$ cat config.mk
export PLATFORM = sky130hd
export DESIGN_NAME = mod_red_seq
export DESIGN_NICKNAME = d
export VERILOG_FILES = /design/src/rtl/mod_red_seq_pkg.sv /design/src/rtl/mod_red_seq_red_step.sv /design/src/rtl/mod_red_seq.sv
export SDC_FILE = /design/constraint.sdc
export NUM_CORES = 2
export LEC_CHECK = 0
export CORE_AREA = 2 2 463 465
export CTS_BUF_LIST = sky130_fd_sc_hd__clkbuf_4
export CTS_CLUSTER_SIZE = 14
export DETAILED_ROUTE_END_ITERATION = 10
export DIE_AREA = 0 0 465 467
export GPL_TIMING_DRIVEN = 0
export PLACE_DENSITY_LB_ADDON = 0.05
export SYNTH_ARGS = -nofsm -noshare
export SYNTH_HDL_FRONTEND = slang
export SYNTH_SLANG_ARGS = --single-unit
$ cat constraint.sdc
create_clock -name clk -period 4.21 [get_ports clk]
set_input_delay 0.421 -clock clk [delete_from_list [all_inputs] [get_ports clk]]
set_output_delay 0.421 -clock clk [all_outputs]
set_load 0.03 [all_outputs]
$ cat src/rtl/mod_red_seq_pkg.sv
`default_nettype none
// ============================================================================
// Module   : mod_red_seq_pkg
// Brief    : Shared types and constants for the bit-serial modular reducer.
// Revision : 1.0 - initial release
// ============================================================================
package mod_red_seq_pkg;

  // Controller states, 2-bit encoding.
  typedef enum logic [1:0] {
    ST_IDLE = 2'd0,
    ST_RUN  = 2'd1,
    ST_FIN  = 2'd2
  } state_t;

  // Ed25519 group order L = 2^252 + 27742317777372353535851937790883648493.
  // Callers zero-extend this to their modulus width.
  localparam logic [252:0] ED25519_L =
    253'h1000000000000000000000000000000014def9dea2f79cd65812631a5cf5d3ed;

endpackage
`default_nettype wire

$ cat src/rtl/mod_red_seq_red_step.sv
`default_nettype none
// ============================================================================
// Module   : red_step
// Brief    : One combinational shift-in / compare / conditional-subtract step
//            of a restoring binary reduction.
// Revision : 1.0 - initial release
// ============================================================================
module red_step #(
  parameter int MOD_WIDTH = 256
) (
  input  logic [MOD_WIDTH:0]   r_i,
  input  logic                 in_bit_i,
  input  logic [MOD_WIDTH-1:0] m_i,
  output logic [MOD_WIDTH:0]   r_next_o,
  output logic                 ge_o
);

  // Full-width shifted value so the compare never loses a carry bit.
  logic [MOD_WIDTH+1:0] t;
  logic [MOD_WIDTH:0]   diff;

  assign t    = {r_i, in_bit_i};
  assign ge_o = (t >= {2'b00, m_i});
  // When ge holds, t < 2m, so the difference fits in MOD_WIDTH+1 bits and
  // the dropped top bit of t cannot matter.
  assign diff     = t[MOD_WIDTH:0] - {1'b0, m_i};
  assign r_next_o = ge_o ? diff : t[MOD_WIDTH:0];

endmodule
`default_nettype wire

$ cat src/rtl/mod_red_seq.sv
`default_nettype none
// ============================================================================
// Module   : mod_red_seq
// Brief    : Sequential r = X mod M, one dividend bit per cycle, wrapped in a
//            start/busy/done controller. Latency IN_WIDTH+1 cycles.
// Revision : 1.0 - initial release
// ============================================================================
module mod_red_seq
  import mod_red_seq_pkg::*;
#(
  parameter int IN_WIDTH  = 512,
  parameter int MOD_WIDTH = 256
) (
  input  logic                 clk,
  input  logic                 rst,
  input  logic                 start,
  input  logic [IN_WIDTH-1:0]  x_in,
  input  logic [MOD_WIDTH-1:0] mod_in,
  output logic                 busy,
  output logic                 done,
  output logic [MOD_WIDTH-1:0] r_out,
  output logic                 err
);

  localparam int CNT_W = (IN_WIDTH > 1) ? $clog2(IN_WIDTH) : 1;

  state_t               state_q;
  logic [IN_WIDTH-1:0]  xs_q;
  logic [MOD_WIDTH-1:0] m_q;
  logic [MOD_WIDTH:0]   r_q;
  logic [MOD_WIDTH:0]   r_d;
  logic [CNT_W-1:0]     cnt_q;
  logic                 zflag_q;
  logic                 done_q;
  logic [MOD_WIDTH-1:0] r_out_q;
  logic                 err_q;

  // The MSB of the shift register is the next dividend bit to fold in.
  red_step #(
    .MOD_WIDTH (MOD_WIDTH)
  ) u_step (
    .r_i      (r_q),
    .in_bit_i (xs_q[IN_WIDTH-1]),
    .m_i      (m_q),
    .r_next_o (r_d),
    .ge_o     ()
  );

  // Controller, datapath registers and registered result/flag outputs.
  always_ff @(posedge clk) begin
    if (rst) begin
      state_q <= ST_IDLE;
      xs_q    <= '0;
      m_q     <= '0;
      r_q     <= '0;
      cnt_q   <= '0;
      zflag_q <= 1'b0;
      done_q  <= 1'b0;
      r_out_q <= '0;
      err_q   <= 1'b0;
    end else begin
      done_q <= 1'b0;
      case (state_q)
        ST_IDLE: begin
          if (start) begin
            xs_q  <= x_in;
            m_q   <= mod_in;
            r_q   <= '0;
            cnt_q <= CNT_W'(IN_WIDTH - 1);
            // A zero modulus skips the reduction and is flagged at FIN.
            if (mod_in == '0) begin
              zflag_q <= 1'b1;
              state_q <= ST_FIN;
            end else begin
              zflag_q <= 1'b0;
              state_q <= ST_RUN;
            end
          end
        end
        ST_RUN: begin
          r_q   <= r_d;
          xs_q  <= xs_q << 1;
          cnt_q <= cnt_q - 1'b1;
          if (cnt_q == '0) begin
            state_q <= ST_FIN;
          end
        end
        ST_FIN: begin
          r_out_q <= zflag_q ? '0 : r_q[MOD_WIDTH-1:0];
          err_q   <= zflag_q;
          done_q  <= 1'b1;
          state_q <= ST_IDLE;
        end
        default: state_q <= ST_IDLE;
      endcase
    end
  end

  assign busy  = (state_q != ST_IDLE);
  assign done  = done_q;
  assign r_out = r_out_q;
  assign err   = err_q;

endmodule
`default_nettype wire
==> impl_metrics.prom <==
# TYPE chip_impl_metric gauge
chip_impl_info{name="result_of_the_run",value="complete, but fails checks"} 1
chip_impl_info{name="failed_checks",value="max-capacitance violations, max-slew violations, negative setup slack"} 1
chip_impl_metric{name="drt_pre_antenna_iters",unit=""} 6
chip_impl_metric{name="fp.dieW",unit="um"} 465
chip_impl_metric{name="detail_route.wirelength",unit="um"} 393000
chip_impl_info{name="endpoint_type_of_the_worst_setup_path",value="register"} 1
chip_impl_metric{name="cp_slowest_stage_delay",unit="ns"} 0.56
chip_impl_metric{name="syn2layout_area_growth",unit="%"} 46.7
chip_impl_metric{name="peakVddDrop",unit="mV"} 0.299
chip_impl_metric{name="place_congestion",unit=""} 1.00
chip_impl_metric{name="syn-num-nets",unit=""} 11700
chip_impl_metric{name="power.density",unit="nW/um2"} 318
chip_impl_info{name="synth_ff_type",value="dfxtp_1"} 1
chip_impl_metric{name="syn-mean-instance-area",unit="um2"} 6.93
chip_impl_metric{name="worst_pin_slew",unit="ns"} 1.66
chip_impl_metric{name="maxCapViolCount",unit=""} 5
chip_impl_metric{name="initial_antenna_violation_count",unit=""} 94
chip_impl_metric{name="rows",unit=""} 169
chip_impl_metric{name="finalNonFillerCells",unit=""} 16100
chip_impl_metric{name="fin_worst_skew",unit="ns"} 0.136
chip_impl_metric{name="tritoncts.num_buffers",unit=""} 386
chip_impl_metric{name="drtAntennaViolNets",unit=""} 0
chip_impl_metric{name="arrival_worst_endpoint",unit="ns"} 5.77
chip_impl_metric{name="boundaryPins",unit=""} 1030
chip_impl_metric{name="syn-instance-count",unit=""} 10600
chip_impl_metric{name="fmax",unit="MHz"} 219
chip_impl_info{name="crit-reg2reg-launch",value="m_q[153]"} 1
chip_impl_metric{name="yosysTopAreaCellShare",unit="%"} 35.2
chip_impl_metric{name="rrSetupSlack",unit="ns"} -0.35
chip_impl_info{name="holdPathEnd",value="xs_q[500]"} 1
chip_impl_info{name="tritoncts_clock_tree",value="yes"} 1
chip_impl_metric{name="cts.clk_slew.worst_paths",unit="ns"} 0.07
chip_impl_metric{name="cts.sink_count",unit=""} 1295
chip_impl_metric{name="final-hold-violation-count",unit=""} 0
chip_impl_info{name="cp-start-kind",value="register"} 1
chip_impl_info{name="worst_path_max_delay_cell",value="or4_4"} 1
chip_impl_metric{name="yosys_warnings",unit=""} 0
chip_impl_metric{name="final-setup-viol-count",unit=""} 230
chip_impl_metric{name="timing.reg2reg.worst_path_depth",unit=""} 19
chip_impl_metric{name="synth.lib_cells_used.distinct",unit=""} 86
chip_impl_metric{name="detailedPlacementHpwl",unit="um"} 304000
chip_impl_metric{name="via_count",unit=""} 87500
chip_impl_metric{name="worst_skew_pair.late_latency",unit="ns"} 1.42
chip_impl_info{name="yosys.cell_count.top_type",value="nor2_1"} 1
chip_impl_metric{name="wire_per_inst",unit="um"} 24.4
chip_impl_metric{name="cp_max_fo",unit=""} 8
chip_impl_metric{name="final_critical_path_setup_slack",unit="ns"} -0.349
chip_impl_metric{name="synth.ff_latch_count",unit=""} 1295
chip_impl_metric{name="floorplan.die_area",unit="um2"} 217000
chip_impl_info{name="worst-setup-path-type",value="reg2reg"} 1
chip_impl_info{name="post_synth_main_area_contributors",value="dfxtp_1 (35%), nor2_1 (12%), a21oi_1 (9.9%), nand2_1 (5.7%), ha_1 (4.4%)"} 1
chip_impl_metric{name="finalNetCount",unit=""} 14000
chip_impl_metric{name="clk_path_buf_depth",unit=""} 4
chip_impl_metric{name="layout_min_cycle_time",unit="ns"} 4.56
chip_impl_metric{name="ys_seq_area_share",unit="%"} 35.2
chip_impl_metric{name="dp_cells",unit=""} 14500
chip_impl_info{name="root_buffer",value="clkbuf_4"} 1
chip_impl_metric{name="drt-vias-per-instance",unit=""} 5.43
chip_impl_info{name="grt_setup_unrepaired",value="yes"} 1
chip_impl_metric{name="initial_core_util",unit="%"} 34.8
chip_impl_metric{name="grt_max_degree",unit=""} 17
chip_impl_metric{name="post-route-drc-count",unit=""} 0
chip_impl_metric{name="initialDrtViolationCount",unit=""} 7124
chip_impl_metric{name="fillCellCount",unit=""} 21300
chip_impl_metric{name="holdWs",unit="ns"} 0.0968
chip_impl_metric{name="portBuffers",unit=""} 1027
chip_impl_info{name="rr_endpoint",value="r_q[132]"} 1
chip_impl_metric{name="timing.hold.worst_path_depth",unit=""} 5
chip_impl_info{name="yosys-top-cells-count",value="nor2_1 (2262), a21oi_1 (1464), dfxtp_1 (1295)"} 1
chip_impl_info{name="netlist.top_cell.by_area",value="dfxtp_1"} 1
chip_impl_metric{name="total_leakage_power",unit="nW"} 43.3
chip_impl_info{name="worst_hold_path_type",value="in2reg"} 1
chip_impl_metric{name="grt_overflow",unit=""} 0
chip_impl_info{name="crit_path_cell_trace",value="inv_4 > ha_4 > nand2_4 > nor3_4 > nand2_2 > or4_4 > or4_4 > or4_4 > a31oi_4 > buf_12 > o31ai_4 > o21a_4 > buf_12 > buf_16 > buf_16 > buf_16 > nand2_4 > o21ai_2 > a22o_1"} 1
chip_impl_metric{name="relSlewSlack",unit="%"} -10.8
chip_impl_metric{name="post-route-util",unit="%"} 51.1
chip_impl_metric{name="synthesis.area",unit="um2"} 73800
chip_impl_metric{name="required",unit="ns"} 5.43
chip_impl_metric{name="grt_first_pass_wirelength",unit="um"} 556000
chip_impl_metric{name="final_worst_path_cycle_share",unit="%"} 108
chip_impl_metric{name="grt_usage",unit="%"} 34.2
chip_impl_info{name="worst_min_delay_path_startpoint",value="x_in[500]"} 1
chip_impl_metric{name="synth_edf_count",unit=""} 0
chip_impl_metric{name="asyncSetResetFlopFracSynth",unit="%"} 0
chip_impl_metric{name="die_h",unit="um"} 467
chip_impl_metric{name="htree_num_levels",unit=""} 5
chip_impl_metric{name="layout-drive-gt1-share",unit="%"} 13.6
chip_impl_metric{name="floorplan.core_area",unit="um2"} 212000
chip_impl_metric{name="grt_pass1_vias",unit=""} 84400
chip_impl_metric{name="final-seq-area",unit="um2"} 26000
chip_impl_metric{name="slew_violations",unit=""} 44
chip_impl_metric{name="multi_input_area",unit="um2"} 48200
## flip-flops by register name, indices dropped and copies added, names as in the netlist
| register | cells |
|---|---|
| done | 1 |
| zflag_q | 1 |
| m_q | 256 |
| state_q | 2 |
| err | 1 |
| r_q | 257 |
| r_out | 256 |
| xs_q | 512 |
| cnt_q | 9 |
## worst max-delay path, delay by kind of cell, from the launching register on
kind	cells	cell delay, ns
AND/OR/NAND/NOR	7	2.06
buffers and inverters	6	0.91
AO/OA/AOI/OAI	5	0.73
flip-flops	1	0.35
adder cells (fa/ha/maj)	1	0.29
## how the worst max path moves through the flow
stage	depth (start not counted)	slack, ns	start	to
2_1_floorplan	16	0.14	m_q[150]	r_q[234]
3_5_place_dp	17	-3.36	r_q[8]	r_q[237]
5_1_grt	17	-0.35	m_q[165]	r_q[153]
4_1_cts	18	-0.40	r_q[27]	r_q[251]
6_report	19	-0.35	m_q[153]	r_q[132]
3_3_place_gp	17	-3.31	r_q[8]	r_q[237]
## report_power, final
| part | leakage, nW | switching (mW) | internal, mW |
|---|---|---|---|
| logic | 29.9 | 5.45 | 3.27 |
| clock network | 2.79 | 5.85 | 6.30 |
| registers | 10.6 | 0.432 | 13.1 |
## kinds of logic (layout without fill, tap and decap cells)
family          after synthesis  count (layout)  synth area share, %
fa+ha+maj                   258             258                 4.39
other cells                   0              62                    0
xor+xnor                    246             246                 2.92
flops                      1295            1295                 35.2
mux                           7               7               0.0967
simple gates               5038            5038                 31.1
compound gates             2630            2630                 20.3
buf+inv                    1164            3750                 6.00
## routing by layer
metal  share of wire [%]  GRT usage (%)  vias up
met2                  46           56.7     3345
met5               0.096              0        -
met3                 6.8           6.35      865
met1                  41           42.4    41900
li1                    -              -    41400
met4                 5.8           17.0       60
## cell usage in the layout, fill, tap and decap left out, types with 282 or more instances in the layout
| master | Yosys | layout |
|---|---|---|
| a21oi_1 | 1464 | 1283 |
| clkbuf_1 | 730 | 548 |
| clkbuf_4 | 0 | 558 |
| clkdlybuf4s50_1 | 0 | 1026 |
| dfxtp_1 | 1295 | 1248 |
| dlygate4sd3_1 | 0 | 767 |
| inv_1 | 367 | 348 |
| nand2_1 | 1113 | 1011 |
| nor2_1 | 2262 | 2209 |
| nor2b_1 | 320 | 319 |
| nor3_1 | 386 | 366 |
| nor4_1 | 308 | 292 |
| o21ai_0 | 502 | 282 |
## stage by stage
| step | setup WS (ns) | TNS [ns] | total power [mW] | cell area (um2) |
|---|---|---|---|---|
| 2_1_floorplan | 0.140 | 0 | 18.1 | 73800 |
| 3_3_place_gp | -3.31 | -784.15 | 21.0 | 87600 |
| 5_1_grt | -0.346 | -38.31 | 36.1 | 108000 |
| 6_report | -0.349 | -30.17 | 34.4 | 108000 |
| 3_5_place_dp | -3.36 | -739.43 | 21.0 | 87700 |
| 4_1_cts | -0.402 | -19.37 | 34.2 | 104000 |
## area by class of cell
type / instances / share of cell area (%)
Antenna cell: 62 / 0.143
Buffer: 658 / 2.94
Clock buffer: 557 / 3.87
Clock inverter: 86 / 0.444
Inverter: 367 / 1.28
Multi-Input combinational cell: 8179 / 44.5
Sequential cell: 1295 / 24.0
Tap cell: 2821 / 3.26
Timing Repair Buffer: 2082 / 19.5
## what timing repair did
action                     4_1_cts  5_1_grt
setup endpoints to repair      261      257
setup buffers                  170       99
pin swaps                      166      254
hold endpoints to repair       766        0
gates resized for setup        727      908
hold buffers                   767        0
gates cloned                     4       18
Note: power is estimated with default switching activity, not from simulation.
